### config.mk
export PLATFORM = sky130hd
export DESIGN_NAME = vga_timing_gen_flat
export DESIGN_NICKNAME = d
export VERILOG_FILES = /design/src/rtl/vga_timing_gen_pkg.sv /design/src/rtl/vga_timing_gen_if.sv /design/src/rtl/vga_sync_delay.sv /design/src/rtl/vga_timing_gen.sv /design/src/flat_wrapper.sv
export SDC_FILE = /design/constraint.sdc
export NUM_CORES = 1
export LEC_CHECK = 0
export CAP_MARGIN = 20
export CORE_UTILIZATION = 41
export CTS_CLUSTER_DIAMETER = 100
export DETAILED_ROUTE_END_ITERATION = 12
export GPL_ROUTABILITY_DRIVEN = 0
export HOLD_SLACK_MARGIN = 0.02
export SYNTH_ARGS = -nofsm -noshare
export SYNTH_HDL_FRONTEND = slang
export SYNTH_SLANG_ARGS = --single-unit
### constraint.sdc
create_clock -name clk -period 2.42 [get_ports clk]
set_input_delay 0.484 -clock clk [delete_from_list [all_inputs] [get_ports clk]]
set_output_delay 0.484 -clock clk [all_outputs]
set_load 0.02 [all_outputs]
### src/rtl/vga_timing_gen_pkg.sv
// Shared VGA 640x480@60 timing constants, sync bundle type and helpers.
package vga_timing_gen_pkg;

  localparam int unsigned CNT_W = 10;

  // Horizontal timing in pixel ticks
  localparam int unsigned H_VISIBLE = 640;
  localparam int unsigned H_FRONT   = 16;
  localparam int unsigned H_SYNC    = 96;
  localparam int unsigned H_BACK    = 48;
  localparam int unsigned H_TOTAL   = H_VISIBLE + H_FRONT + H_SYNC + H_BACK;

  // Vertical timing in lines
  localparam int unsigned V_VISIBLE = 480;
  localparam int unsigned V_FRONT   = 10;
  localparam int unsigned V_SYNC    = 2;
  localparam int unsigned V_BACK    = 33;
  localparam int unsigned V_TOTAL   = V_VISIBLE + V_FRONT + V_SYNC + V_BACK;

  // Sync/blank bundle carried through the delay line
  typedef struct packed {
    logic hsync_n;
    logic vsync_n;
    logic vid;
  } sync_t;

  localparam sync_t SYNC_IDLE = '{hsync_n: 1'b1, vsync_n: 1'b1, vid: 1'b0};

  // Inclusive range test on a counter value
  function automatic logic in_range(input logic [CNT_W-1:0] v,
                                    input logic [CNT_W-1:0] lo,
                                    input logic [CNT_W-1:0] hi);
    return (v >= lo) && (v <= hi);
  endfunction

endpackage

### src/rtl/vga_timing_gen_if.sv
// Timing bundle from the VGA timing generator to renderers and the DAC stage.
interface vga_timing_gen_if;
  import vga_timing_gen_pkg::*;

  logic             pix_ce;
  logic [CNT_W-1:0] x_pos;
  logic [CNT_W-1:0] y_pos;
  logic             hsync;
  logic             vsync;
  logic             video_on;
  logic             frame_start;

  modport master (
    output pix_ce, x_pos, y_pos, hsync, vsync, video_on, frame_start
  );

  modport slave (
    input pix_ce, x_pos, y_pos, hsync, vsync, video_on, frame_start
  );
endinterface

### src/rtl/vga_sync_delay.sv
// Pixel-tick shift register aligning sync/blank with the glyph pipeline.
// DEPTH=0 still keeps one register so the outputs are never combinational.
module vga_sync_delay
  import vga_timing_gen_pkg::*;
#(
  parameter int unsigned DEPTH = 2
) (
  input  logic  clk,
  input  logic  rst_n,
  input  logic  pix_ce_i,
  input  sync_t d_i,
  output sync_t q_o
);

  localparam int unsigned STAGES = (DEPTH == 0) ? 1 : DEPTH;

  sync_t [STAGES-1:0] pipe_q;
  sync_t [STAGES-1:0] pipe_d;

  // Shift one stage per pixel tick
  always_comb begin
    pipe_d = pipe_q;
    if (pix_ce_i) begin
      pipe_d[0] = d_i;
      for (int i = 1; i < STAGES; i++) begin
        pipe_d[i] = pipe_q[i-1];
      end
    end
  end

  // Stage registers; reset loads the inactive pattern everywhere
  always_ff @(posedge clk or negedge rst_n) begin
    if (!rst_n) begin
      pipe_q <= {STAGES{SYNC_IDLE}};
    end else begin
      pipe_q <= pipe_d;
    end
  end

  assign q_o = pipe_q[STAGES-1];

endmodule

### src/rtl/vga_timing_gen.sv
// VGA timing generator: pixel-clock divider, x/y raster counters, raw
// sync/blank decode and a delayed sync/blank output via vga_sync_delay.
// Timing defaults come from the package; they are parameters only so a
// reduced raster can be exercised.
module vga_timing_gen
  import vga_timing_gen_pkg::*;
#(
  parameter int unsigned CLK_DIV  = 4,
  parameter int unsigned PIPE_DLY = 2,
  parameter int unsigned H_VIS    = H_VISIBLE,
  parameter int unsigned H_FP     = H_FRONT,
  parameter int unsigned H_SW     = H_SYNC,
  parameter int unsigned H_BP     = H_BACK,
  parameter int unsigned V_VIS    = V_VISIBLE,
  parameter int unsigned V_FP     = V_FRONT,
  parameter int unsigned V_SW     = V_SYNC,
  parameter int unsigned V_BP     = V_BACK
) (
  input  logic             clk,
  input  logic             rst_n,
  vga_timing_gen_if.master vga
);

  localparam int unsigned DIV_W = (CLK_DIV > 1) ? $clog2(CLK_DIV) : 1;
  localparam logic [DIV_W-1:0] DIV_LAST = DIV_W'(CLK_DIV - 1);

  localparam logic [CNT_W-1:0] H_LAST       = CNT_W'(H_VIS + H_FP + H_SW + H_BP - 1);
  localparam logic [CNT_W-1:0] H_VIS_END    = CNT_W'(H_VIS);
  localparam logic [CNT_W-1:0] H_SYNC_FIRST = CNT_W'(H_VIS + H_FP);
  localparam logic [CNT_W-1:0] H_SYNC_LAST  = CNT_W'(H_VIS + H_FP + H_SW - 1);

  localparam logic [CNT_W-1:0] V_LAST       = CNT_W'(V_VIS + V_FP + V_SW + V_BP - 1);
  localparam logic [CNT_W-1:0] V_VIS_END    = CNT_W'(V_VIS);
  localparam logic [CNT_W-1:0] V_SYNC_FIRST = CNT_W'(V_VIS + V_FP);
  localparam logic [CNT_W-1:0] V_SYNC_LAST  = CNT_W'(V_VIS + V_FP + V_SW - 1);

  logic [DIV_W-1:0] div_q, div_d;
  logic             pix_ce_q, pix_ce_d;
  logic [CNT_W-1:0] x_q, x_d;
  logic [CNT_W-1:0] y_q, y_d;
  logic             frame_q, frame_d;
  sync_t            raw_c;
  sync_t            dly;

  // Divider, raster counters and frame-start decode
  always_comb begin
    div_d    = (div_q == DIV_LAST) ? '0 : div_q + DIV_W'(1);
    pix_ce_d = (div_q == DIV_LAST);
    x_d      = x_q;
    y_d      = y_q;
    if (pix_ce_q) begin
      if (x_q == H_LAST) begin
        x_d = '0;
        y_d = (y_q == V_LAST) ? '0 : y_q + CNT_W'(1);
      end else begin
        x_d = x_q + CNT_W'(1);
      end
    end
    // Flag the tick whose end wraps the raster to (0,0)
    frame_d = pix_ce_d && (x_d == H_LAST) && (y_d == V_LAST);
  end

  // Counter and strobe registers
  always_ff @(posedge clk or negedge rst_n) begin
    if (!rst_n) begin
      div_q    <= '0;
      pix_ce_q <= 1'b0;
      x_q      <= '0;
      y_q      <= '0;
      frame_q  <= 1'b0;
    end else begin
      div_q    <= div_d;
      pix_ce_q <= pix_ce_d;
      x_q      <= x_d;
      y_q      <= y_d;
      frame_q  <= frame_d;
    end
  end

  // Undelayed sync/blank decode from the counters
  always_comb begin
    raw_c         = SYNC_IDLE;
    raw_c.hsync_n = ~in_range(x_q, H_SYNC_FIRST, H_SYNC_LAST);
    raw_c.vsync_n = ~in_range(y_q, V_SYNC_FIRST, V_SYNC_LAST);
    raw_c.vid     = (x_q < H_VIS_END) && (y_q < V_VIS_END);
  end

  vga_sync_delay #(
    .DEPTH (PIPE_DLY)
  ) u_sync_delay (
    .clk      (clk),
    .rst_n    (rst_n),
    .pix_ce_i (pix_ce_q),
    .d_i      (raw_c),
    .q_o      (dly)
  );

  assign vga.pix_ce      = pix_ce_q;
  assign vga.x_pos       = x_q;
  assign vga.y_pos       = y_q;
  assign vga.hsync       = dly.hsync_n;
  assign vga.vsync       = dly.vsync_n;
  assign vga.video_on    = dly.vid;
  assign vga.frame_start = frame_q;

endmodule

### src/flat_wrapper.sv
// flat-port wrapper written by rule: the top's interface ports become plain ports
module vga_timing_gen_flat import vga_timing_gen_pkg::*;
#(
  parameter int unsigned CLK_DIV  = 4,
  parameter int unsigned PIPE_DLY = 2,
  parameter int unsigned H_VIS    = H_VISIBLE,
  parameter int unsigned H_FP     = H_FRONT,
  parameter int unsigned H_SW     = H_SYNC,
  parameter int unsigned H_BP     = H_BACK,
  parameter int unsigned V_VIS    = V_VISIBLE,
  parameter int unsigned V_FP     = V_FRONT,
  parameter int unsigned V_SW     = V_SYNC,
  parameter int unsigned V_BP     = V_BACK
)
  (clk, rst_n, vga_pix_ce, vga_x_pos, vga_y_pos, vga_hsync, vga_vsync, vga_video_on, vga_frame_start);
  vga_timing_gen_if vga_i ();
  input  logic clk;
  input  logic rst_n;
  output wire logic [$bits(vga_i.pix_ce)-1:0] vga_pix_ce;
  output wire logic [$bits(vga_i.x_pos)-1:0] vga_x_pos;
  output wire logic [$bits(vga_i.y_pos)-1:0] vga_y_pos;
  output wire logic [$bits(vga_i.hsync)-1:0] vga_hsync;
  output wire logic [$bits(vga_i.vsync)-1:0] vga_vsync;
  output wire logic [$bits(vga_i.video_on)-1:0] vga_video_on;
  output wire logic [$bits(vga_i.frame_start)-1:0] vga_frame_start;
  assign vga_pix_ce = vga_i.pix_ce;
  assign vga_x_pos = vga_i.x_pos;
  assign vga_y_pos = vga_i.y_pos;
  assign vga_hsync = vga_i.hsync;
  assign vga_vsync = vga_i.vsync;
  assign vga_video_on = vga_i.video_on;
  assign vga_frame_start = vga_i.frame_start;
  vga_timing_gen #(.CLK_DIV(CLK_DIV), .PIPE_DLY(PIPE_DLY), .H_VIS(H_VIS), .H_FP(H_FP), .H_SW(H_SW), .H_BP(H_BP), .V_VIS(V_VIS), .V_FP(V_FP), .V_SW(V_SW), .V_BP(V_BP)) u_core (.clk(clk), .rst_n(rst_n), .vga(vga_i));
endmodule
==> qor.txt <==
Vertical die dimension = 64.3 um
Final Max Tran Viols = 0
Required time of the critical path = 2.60 ns
Non-Filler Cell Area, Final = 2010 um2
Max stage delay on crit path = 0.65 ns
Routed wire length per instance = 15.0 um
Max rail drop VDD = 323 uV
Total CTS buffers = 5
Data arrival time of the worst path = 2.45 ns
Worst Max-Slew Pin Slew = 0.499 ns
Root buf cell = clkbuf_8
Final TNS setup = 0 ns
Die outline width = 64.3 um
Average cell area after synthesis = 10.0 um2
Path category of the worst min-delay check = reg2reg
DRC violation count after routing = 0
Number of enable-type register cells in the synthesized netlist = 0
Routed WL = 3.59 mm
Post-Syn Instances = 159
Core utilization of the finished layout = 54.5%
Worst rel slew slack = 66.2%
Ys flop type = dfrtp_1
Number of global-route vias before repair = 1278
Final hold slack = 0.430 ns
Yosys warning count = 0
GRT Max-Usage Layer = met2
Largest net degree at the start of global routing = 31
Critical Path End Type = register
Commonest non-fill, non-tap cells in the layout = clkdlybuf4s50_1, dfrtp_1, o21ai_0
Boundary pin count = 27
Total power draw = 0.922 mW
Final-stage net count = 197
Iter 0 DRT Violations = 52
Flip-flop and latch count after synthesis = 30
Maximum root-to-sink buffer count = 2
Sequential element share of the synthesized area = 47.5%
Met1 usage = 27.4%
TritonCTS Sinks = 30
Final worst clock skew = 0.00413 ns
Ant. Diodes = 0
Number of filler instances in the final layout = 350
Synth Cell Area = 1590 um2
Quantity of I/O buffers inserted on ports = 26
TritonCTS clock tree = yes
Global-route wire length before repair = 6.25 mm
Outcome = finished clean
Slowest cell on the critical path = or4_1
Core outline area = 3690 um2
Via Count = 1344
Number of antenna violations at the first check in global routing = 0
Vias per inst = 5.62
Share of post-route cells with drive strength above 1 = 11.5%
Clk_lat worst skew = 0.28 ns
Cell Chain, Critical Path = ha_1 -> nand4_4 -> or4_1 -> xnor2_1 -> nand4b_1 -> nor4b_2
Power density over cell area = 459 nW/um2
P_leak = 0.792 nW
Crit Path Max Fanout = 5
Delay-heaviest family, CP = simple AND/OR/NAND/NOR gates
Max Cap Violations = 0
Reg clk slew, reported paths = 0.06 ns
P&R area growth vs syn = 26.3%
RSZ-0062 raised after global routing = no
Postcts setup bufs = 0
Post-synthesis net count = 166
Proportion of register bits with asynchronous set or reset after synthesis = 100%
Row cnt = 22
Post-CTS Resized = 0
Hold buffer count at cts = 0
H-tree depth = 2
Global-route total usage across every layer = 20.1%
Met3 track demand over resource in global routing = 5.36%
Number of iterations in the first detailed-routing pass = 5
Placed cell area = 1920 um2
Share of the clock period used by the worst path after layout = 93.8%
Residual antenna-violating net count after detailed routing = 0
Count of unique library cells instantiated by Yosys = 44
Final setup vio count = 0
WP buf/inv = 0
Die area = 4140 um2
Total half-perimeter wirelength after legalization and detailed placement = 2.54 mm
GRT met2 Usage = 30.1%
Crit path launch type = register
Total count of hold-check failures in the final report = 0
Global-route congestion overflow total = 0
Category of the critical setup timing path = reg2reg
Shortest period the worst path allows = 2.27 ns
Starting density of the core = 43.1%
Maximum frequency from static timing analysis = 0.441 GHz
## worst paths after layout
kind | start | endpoint | slack (ns) | cells past startpoint
min | u_core.div_q[0] | u_core.div_q[0] | 0.43 | 1
min in group asynchronous | rst_n | u_core.vga.y_pos[7] | 0.59 | 2
max reg2reg | u_core.vga.x_pos[0] | u_core.vga.frame_start | 0.15 | 6
max | u_core.vga.x_pos[0] | u_core.vga.frame_start | 0.15 | 6
max in group asynchronous | rst_n | u_core.u_sync_delay.pipe_q[2] | 1.52 | 2
min reg2reg | u_core.div_q[0] | u_core.div_q[0] | 0.43 | 1
## per-stage QoR
| step | setup WS (ns) | instances |
|---|---|---|
| final | 0.150 | 239 |
| after global routing | 0.0112 | 239 |
| after CTS | 0.173 | 239 |
| after detailed placement | 0.192 | 231 |
| after global placement | 0.257 | 231 |
| after floorplan | 0.183 | 159 |
## cells in the mapped netlist (4+ instances only)
cell type	n	area share, %
dfrtp_1	26	41
inv_1	7	1.7
o21ai_0	14	4.4
xnor2_1	8	4.4
and3_1	6	2.4
nand2_1	13	3.1
dfstp_2	4	6.6
nand4_1	4	1.6
ha_1	5	3.9
nor2_1	9	2.1
nor3_1	6	1.9
nand2b_1	4	1.6
## power breakdown
group          leakage (nW)  switching, mW  internal, mW
Combinational         0.364        0.00905       0.00247
Sequential            0.381              0         0.502
Clock                0.0482          0.180         0.229
## flip-flops by register name, indices dropped and copies added (netlist names)
signal / count
u_core.u_sync_delay.pipe_q: 3
u_core.div_q: 2
u_core.vga.frame_start: 1
u_core.vga.y_pos: 10
u_core.u_sync_delay.q_o: 3
u_core.vga.x_pos: 10
u_core.vga.pix_ce: 1
## cell type report
class	instances	area, um2	area share, %
clock buffer	7	86.3	4.29
timing repair buffer	31	298	14.8
tap	48	60.1	2.99
inverter	7	26.3	1.31
clock inverter	1	5.00	0.249
multi-input combinational	115	779	38.8
sequential	30	756	37.6
## logic make-up after synthesis
kind of cell	after synthesis	share of synthesized area [%]
buffers and inverters	14	3.54
DFF	30	47.5
AOI/OAI and AO/OA	30	11.6
adders and majority gates	5	3.93
and+or+nand+nor	67	25.9
muxes	3	2.12
xor gates and xnor gates	10	5.50
## metal layers
metal,up-vias,wire (um)
li1,637,-
met1,663,1700
met2,38,1640
met3,6,183
met4,0,66
met5,-,0
No activity file was read; power rests on OpenSTA's default activity.
